--- src/rtl/shift_sequencer_pkg.sv ---
// Shared encodings for the shift sequencer: op codes, shift-register modes and FSM states.
package shift_sequencer_pkg;

    typedef enum logic [1:0] {
        OP_SLL  = 2'b00,
        OP_SRL  = 2'b01,
        OP_SRA  = 2'b10,
        OP_ROTR = 2'b11
    } op_t;

    localparam logic [1:0] S_HOLD  = 2'b00;
    localparam logic [1:0] S_RIGHT = 2'b01;
    localparam logic [1:0] S_LEFT  = 2'b10;
    localparam logic [1:0] S_LOAD  = 2'b11;

    typedef enum logic [1:0] {
        ST_IDLE,
        ST_LOAD,
        ST_SHIFT,
        ST_DONE
    } state_t;

endpackage

--- src/rtl/shift_sequencer_if.sv ---
// Request/shift-register bundle between the datapath, the sequencer and the shift register.
interface shift_sequencer_if
    import shift_sequencer_pkg::*;
#(
    parameter int N = 4,
    parameter int W = $clog2(N)
);
    logic         start;
    op_t          op;
    logic [W-1:0] shamt;
    logic [N-1:0] din;
    logic [N-1:0] q_in;
    logic [1:0]   s;
    logic [N-1:0] value;
    logic         MSB;
    logic         LSB;
    logic         busy;
    logic         done;

    modport master (
        output start, op, shamt, din, q_in,
        input  s, value, MSB, LSB, busy, done
    );

    modport slave (
        input  start, op, shamt, din, q_in,
        output s, value, MSB, LSB, busy, done
    );
endinterface

--- src/rtl/shift_sequencer.sv ---
// Sequences one shift request into per-cycle s/value/MSB/LSB for a universal shift register,
// using the register's Q as feedback for arithmetic and rotate fill.
module shift_sequencer
    import shift_sequencer_pkg::*;
#(
    parameter int N = 4,
    parameter int W = $clog2(N)
) (
    input  logic             CLK,
    input  logic             Clear,
    shift_sequencer_if.slave bus
);
    state_t       state;
    state_t       state_next;
    logic [W-1:0] cnt;
    op_t          op_q;
    logic [N-1:0] din_q;

    always_ff @(posedge CLK or negedge Clear) begin
        if (!Clear) begin
            state <= ST_IDLE;
        end else begin
            state <= state_next;
        end
    end

    always_ff @(posedge CLK or negedge Clear) begin
        if (!Clear) begin
            cnt   <= '0;
            op_q  <= OP_SLL;
            din_q <= '0;
        end else if (state == ST_IDLE && bus.start) begin
            cnt   <= bus.shamt;
            op_q  <= bus.op;
            din_q <= bus.din;
        end else if (state == ST_SHIFT) begin
            cnt   <= cnt - W'(1);
        end
    end

    always_comb begin
        state_next = state;
        case (state)
            ST_IDLE:  if (bus.start) state_next = ST_LOAD;
            ST_LOAD:  state_next = (cnt != '0) ? ST_SHIFT : ST_DONE;
            ST_SHIFT: if (cnt == W'(1)) state_next = ST_DONE;
            ST_DONE:  state_next = ST_IDLE;
            default:  state_next = ST_IDLE;
        endcase
    end

    // Fill bits come from the live register contents, so SRA/ROTR track Q each cycle.
    always_comb begin
        bus.s     = S_HOLD;
        bus.value = din_q;
        bus.MSB   = 1'b0;
        bus.LSB   = 1'b0;
        bus.busy  = 1'b0;
        bus.done  = 1'b0;
        case (state)
            ST_LOAD: begin
                bus.s    = S_LOAD;
                bus.busy = 1'b1;
            end
            ST_SHIFT: begin
                bus.busy = 1'b1;
                case (op_q)
                    OP_SLL:  bus.s = S_LEFT;
                    OP_SRL:  bus.s = S_RIGHT;
                    OP_SRA: begin
                        bus.s   = S_RIGHT;
                        bus.MSB = bus.q_in[N-1];
                    end
                    OP_ROTR: begin
                        bus.s   = S_RIGHT;
                        bus.MSB = bus.q_in[0];
                    end
                    default: bus.s = S_HOLD;
                endcase
            end
            ST_DONE: begin
                bus.busy = 1'b1;
                bus.done = 1'b1;
            end
            default: ;
        endcase
    end
endmodule

--- src/flat_wrapper.sv ---
// flat-port wrapper written by rule: the top's interface ports become plain ports
module shift_sequencer_flat import shift_sequencer_pkg::*;
#(
    parameter int N = 4,
    parameter int W = $clog2(N)
)
  (CLK, Clear, bus_start, bus_op, bus_shamt, bus_din, bus_q_in, bus_s, bus_value, bus_MSB, bus_LSB, bus_busy, bus_done);
  shift_sequencer_if #(.N(N), .W(W)) bus_i ();
  input  logic CLK;
  input  logic Clear;
  input wire logic [$bits(bus_i.start)-1:0] bus_start;
  input wire logic [$bits(bus_i.op)-1:0] bus_op;
  input wire logic [$bits(bus_i.shamt)-1:0] bus_shamt;
  input wire logic [$bits(bus_i.din)-1:0] bus_din;
  input wire logic [$bits(bus_i.q_in)-1:0] bus_q_in;
  output wire logic [$bits(bus_i.s)-1:0] bus_s;
  output wire logic [$bits(bus_i.value)-1:0] bus_value;
  output wire logic [$bits(bus_i.MSB)-1:0] bus_MSB;
  output wire logic [$bits(bus_i.LSB)-1:0] bus_LSB;
  output wire logic [$bits(bus_i.busy)-1:0] bus_busy;
  output wire logic [$bits(bus_i.done)-1:0] bus_done;
  assign bus_i.start = bus_start;
  assign bus_i.op = bus_op;
  assign bus_i.shamt = bus_shamt;
  assign bus_i.din = bus_din;
  assign bus_i.q_in = bus_q_in;
  assign bus_s = bus_i.s;
  assign bus_value = bus_i.value;
  assign bus_MSB = bus_i.MSB;
  assign bus_LSB = bus_i.LSB;
  assign bus_busy = bus_i.busy;
  assign bus_done = bus_i.done;
  shift_sequencer #(.N(N), .W(W)) u_core (.CLK(CLK), .Clear(Clear), .bus(bus_i));
endmodule
--- config.mk ---
export PLATFORM = sky130hd
export DESIGN_NAME = shift_sequencer_flat
export DESIGN_NICKNAME = d
export VERILOG_FILES = /design/src/rtl/shift_sequencer_pkg.sv /design/src/rtl/shift_sequencer_if.sv /design/src/rtl/shift_sequencer.sv /design/src/flat_wrapper.sv
export SDC_FILE = /design/constraint.sdc
export NUM_CORES = 1
export LEC_CHECK = 0
export ABC_CLOCK_PERIOD_IN_PS = 1400
export CAP_MARGIN = 20
export CELL_PAD_IN_SITES_DETAIL_PLACEMENT = 0
export CELL_PAD_IN_SITES_GLOBAL_PLACEMENT = 1
export CORE_MARGIN = 4
export CORE_UTILIZATION = 27
export DETAILED_ROUTE_END_ITERATION = 10
export PLACE_DENSITY_LB_ADDON = 0.15
export SLEW_MARGIN = 5
export SYNTH_ARGS = -nofsm -noshare
export SYNTH_HDL_FRONTEND = slang
export SYNTH_SLANG_ARGS = --single-unit
--- constraint.sdc ---
create_clock -name CLK -period 1.4 [get_ports CLK]
set_clock_uncertainty 0.15 [all_clocks]
set_input_delay 0.14 -clock CLK [delete_from_list [all_inputs] [get_ports CLK]]
set_output_delay 0.14 -clock CLK [all_outputs]
set_load 0.02 [all_outputs]
After elaboration in Yosys (flattened, before gate mapping). Index checks and enable logic that the tools add are counted.

Shifts and indexed selects: 0. Reduce and logical (&&, ||, !) cells: 8. Bitwise gates (word level): 0. Equality and inequality tests: 9. Multiply operators: 0. $add $sub $neg: 1. Div/mod/pow operators: 0. Order comparisons: 0. Mux-type cells: 12.

Operators with widths (count): == test 2 bit (second input constant) (4); two-way mux 2 bit (4); one-hot mux 2 bit (2 select lines) (2); one-hot mux 2 bit (4 select lines) (1); == test 2 x 1 -> 1 bit (second input constant) (3); OR reduction 3 bit (2); zero test 2 bit (2); two-way mux 1 bit (4); inequality test 2 bit (second input constant) (2); nonzero test 2 bit (2); one-hot mux 1 bit (2 select lines) (1); AND reduction 2 bit (1); subtractor 2 x 1 -> 2 bit (second input constant) (1); logical AND 1 bit (1).

Memories kept: 0. ROM bits: 0. Bits in latches: 0. Output and inout port bits: 10. Word-level logic and storage cells: 34. Register bits after elaboration: 10. RAM bits: 0.

Logic depth before layout (Yosys ltp).
Word-level depth: 4. Depth in mapped cells: 5. Mapped depth without buffers: 5.

Least setup slack after synthesis. OpenSTA, ideal clock, no wires.

Path type: reg2reg. Start point: register u_core.state[0]. End point: register u_core.state[1]. Stages on the path, launching flop included: 6. Buffers on the path: 0. Library setup time: 0.125 ns. Clock period less this slack: 1.472 ns. Path slack: -0.072 ns. Required time: 1.125 ns. Arrival: 1.198 ns. Path through: dfrtp_1 -> inv_1 -> ha_1 -> nand2b_1 -> nand2_1 -> mux2_2.

Longest elaborated chain between the ends: 3. Elaborated cells on any way between the ends: 8.

RTL lines: from (decl) (line shift_sequencer.sv:13) `state_t state;`; from (signal assigned) (line shift_sequencer.sv:23) `state <= state_next;`; == test 2 bit or zero test 2 bit (tied branches) (line shift_sequencer.sv:43) `case (state)`; inequality test 2 bit (no source line); AND reduction 2 bit (no source line).

Parallel ways exist; a longest one is shown, timed or not. A chain may end at the register's enable or synchronous reset.

Worst setup path in the final report.
Start point: register u_core.state[1]. End point: output port bus_s[0].

Longest elaborated chain between the ends: 2. Elaborated cells on any way between the ends: 3.

RTL lines: == test 2 bit or == test 2 x 1 -> 1 bit (tied branches) (line shift_sequencer.sv:60) `case (state)`; one-hot mux 2 bit (2 select lines) * (line shift_sequencer.sv:60); to (decl) (line flat_wrapper.sv:16) `output wire logic [$bits(bus_i.s)-1:0] bus_s;`.

Mark *: on every way between the ends. The rest lies on a longest branch, timed or not.

==> results.md <==
- The initial core utilization is 0.2921.
- In this run the horizontal extent of the chip is 54.77 µm.
- Dividing total power by cell area gives a power density of 2424 nW/µm².
- The post-place setup slack is -412.8 ps.
- The worst hold path belongs to the class input port to asynchronous set/reset pin.
- The final routed wirelength across all metal layers is 1.404 mm.
- The setup path with the least slack is of type flop to output port.
- Across the run, the number of max-cap violations was 0.
- In the final layout, the multi-input gates occupy 473.0 µm².
- The number of global-route vias before repair is 534.
- The worst setup path is launched from a flop.
- The number of cells in the design after placement is 113.
- After filler insertion, the fill cell instance count of the layout stands at 166.
- CTS placed an instance of clkbuf_4 at the clock tree root.
- The detail route stage leaves a number of antenna-violating nets equal to 0.
- The routed wire length per instance is 11.51 µm.
- The total I/O pin count is 25.
- In the layout the commonest cells are buf_4, clkdlybuf4s50_1, dfrtp_1.
- For this block, the initial DRC count from the detailed router was 1.
- The data required time of the critical path is 1110 ps.
- The simple logic cell fraction of the synthesized area is 0.09746.
- Before antenna repair, the detailed router went through 2 iterations.
- The half-perimeter wire length after detailed placement is 962.7 µm.
- For this block, the via count after detailed routing is 515.
- The number of antenna diodes is 0.
- The area fraction in compound gates after synthesis is 0.07415.
- The fraction of synthesized cell area in xor and xnor cells is 0.01483.
- The synthesized-area fraction occupied by adder cells is 0.1695.
- The highest clock frequency the design can meet is 0.6196 GHz.
- The all-layer global routing usage is 0.1071.
- The instance area at placement is 932.1 µm².
- The average footprint of a synthesized cell is 10.94 µm².
- The leakage power is 0.5363 nW.
- The die outline height is 54.77 µm.
- The final period utilization is 1.153.
- The via density per instance is 4.221.
- By area, the combinational part of the netlist is dominated by adder cells.
- For this run, the register share of the synthesized area comes to 0.4237.
- The maximum VDD drop is 1071 µV.
- The core outline area is 2022 µm².
- The cell area after layout is 1150 µm².
- Setup violations remaining at the end of the flow were counted as 15.
- The Yosys step of the flow raised 0 warnings.
- Entering global routing, the biggest net connects 11 pins.
- In the final layout, the share of cells above drive strength 1 is 0.5895.
- Summing internal, switching and leakage power gives 0.002788 W.
- The die covers 3000 µm².
- STA classifies the critical path endpoint as an output port.
- The worst path setup slack after routing is -214.0 ps.
- The leftover overflow at the end of global routing is 0.
- Synthesis produced 54 cells.
- The post-CTS clock slew at the launch and capture registers of the worst setup and hold paths is 60 ps.
- Input and output buffers added on the ports amount to 21.
- The cell row count is 16.
- The largest fanout on the critical path is 5.
- The area growth from synthesis to layout is 94.70%.
- The wire length of the first global-routing pass is 2.208 mm.
- The flow ran to the end, but the final reports show violations.
- Once layout is complete, the cells apart from fillers number 122.
- The final period demand of the worst path is 1614 ps.
- For this run, design rule violations remaining after detail routing come to 0.
- Setup repair after global routing could not meet its margin everywhere.
- Buffers inserted during clock tree synthesis total 3.
- Summing all flip-flop and latch instances after layout gives 251.5 µm².
- The layout net count is 120.
- The clock net in this run drives a total of 10 sinks.
- The number of max-slew violations in the final report is 0.
- Data on the critical path arrives at its endpoint at 1320 ps.
- Leaving out fill and tap cells, the most frequent cell in the layout is buf_4.
- The cts-stage hold buffer count is 0.
- The routability-driven placement congestion ratio is 0.8294.
- The clock tree from TritonCTS is done.
- The multiplexer area fraction after synthesis is 0.1695.
- Counting flops and latches in the post-synthesis netlist gives 10.
- The total standard cell area after synthesis is 590.6 µm².
- The H-tree depth is 1.
- The total negative setup slack is -1570 ps.
- The count of different cell masters after synthesis is 17.
- The checks that failed: setup timing.
- The synthesized netlist net count is 77.
- The later-pin clock latency in the skew report is 250 ps.
- The final number of hold-violating endpoints is 0.
- The number of antenna violations at the first check in global routing is 0.
- The clock passes through at most 2 buffers.
==> routing by layer <==
layer | GRT usage | wire [µm]
met1 | 0.1248 | 604
met3 | 0.04087 | 70
met4 | 0.03734 | 13
met5 | 0 | 0
met2 | 0.1772 | 716
==> timing repair <==
action                                  CTS  global route
pin swaps                                 4             2
endpoints found under the setup margin   19            15
resized for setup                        56            10
buffers inserted                          5             2
==> layout make-up <==
| cell class | count | area share |
|---|---|---|
| sequential | 10 | 0.2187 |
| inverter | 5 | 0.01850 |
| multi-input combinational | 38 | 0.4113 |
| timing repair buffer | 39 | 0.3025 |
| tap | 27 | 0.02938 |
| clock buffer | 3 | 0.01959 |
==> sequential cells by signal (all words and copies together), names as in the netlist <==
register	flops
u_core.bus.value	4
u_core.cnt	2
u_core.op_q	2
u_core.state	2
==> cells in the mapped netlist <==
library cell,n,area (µm²)
xnor2_1,1,8.760
inv_1,5,18.77
nand2_2,1,6.260
nor2b_1,2,12.51
ha_1,8,100.1
o21a_1,1,7.510
buf_4,1,7.510
mux2i_1,1,10.01
a21oi_1,4,20.02
mux2_2,8,90.09
nor2_1,5,18.77
nand2_1,2,7.510
nand2b_1,2,12.51
o31ai_1,1,7.510
a31o_2,1,8.760
dfrtp_1,10,250.2
conb_1,1,3.750
==> logic make-up (layout without fill, tap and decap cells) <==
logic type                 after synthesis  count (layout)
other                                    1               1
muxes                                    9               9
DFF                                     10              10
adders and majority gates                8               8
buffers and inverters                    6              47
AOI/OAI and AO/OA                        7               7
xor gates and xnor gates                 1               1
and+or+nand+nor                         12              12
==> metrics by stage <==
step / hold WS [ps] / util
6_report: 36.24 / 0.5687
5_1_grt: 59.49 / 0.5687
4_1_cts: 40.96 / 0.5408
3_5_place_dp: 319.7 / 0.4610
3_3_place_gp: 328.3 / 0.4610
2_1_floorplan: -305.6 / -
==> critical path, cell delays in order (launching register included) <==
cell	delay (ps)
dfrtp_2	460
ha_4	180
nor2b_4	110
o21a_1	200
buf_6	130
==> where the power goes <==
group	leakage [nW]	switching (W)	internal (W)
registers	0.116	0.000114	0.000448
logic	0.406	0.000887	0.00116
clock network	0.0138	0.0000770	0.0000980
total	0.536	0.00108	0.00171
==> final timing paths <==
check	startpoint	endpoint	slack (ps)	depth (start not counted)
hold / removal	Clear	u_core.bus.value[0]$_DFFE_PN0P_	40	1
setup reg to reg	u_core.state[1]$_DFFE_PN0P_	u_core.state[0]$_DFFE_PN0P_	-120	6
setup / recovery	u_core.state[1]$_DFFE_PN0P_	bus_s[0]	-210	4
max in group asynchronous	Clear	u_core.state[1]$_DFFE_PN0P_	750	1
hold reg to reg	u_core.bus.value[2]$_DFFE_PN0P_	u_core.bus.value[2]$_DFFE_PN0P_	350	1
min in group CLK	bus_shamt[0]	u_core.cnt[0]$_DFFE_PN0P_	350	3
No activity file was read; power rests on OpenSTA's default activity.
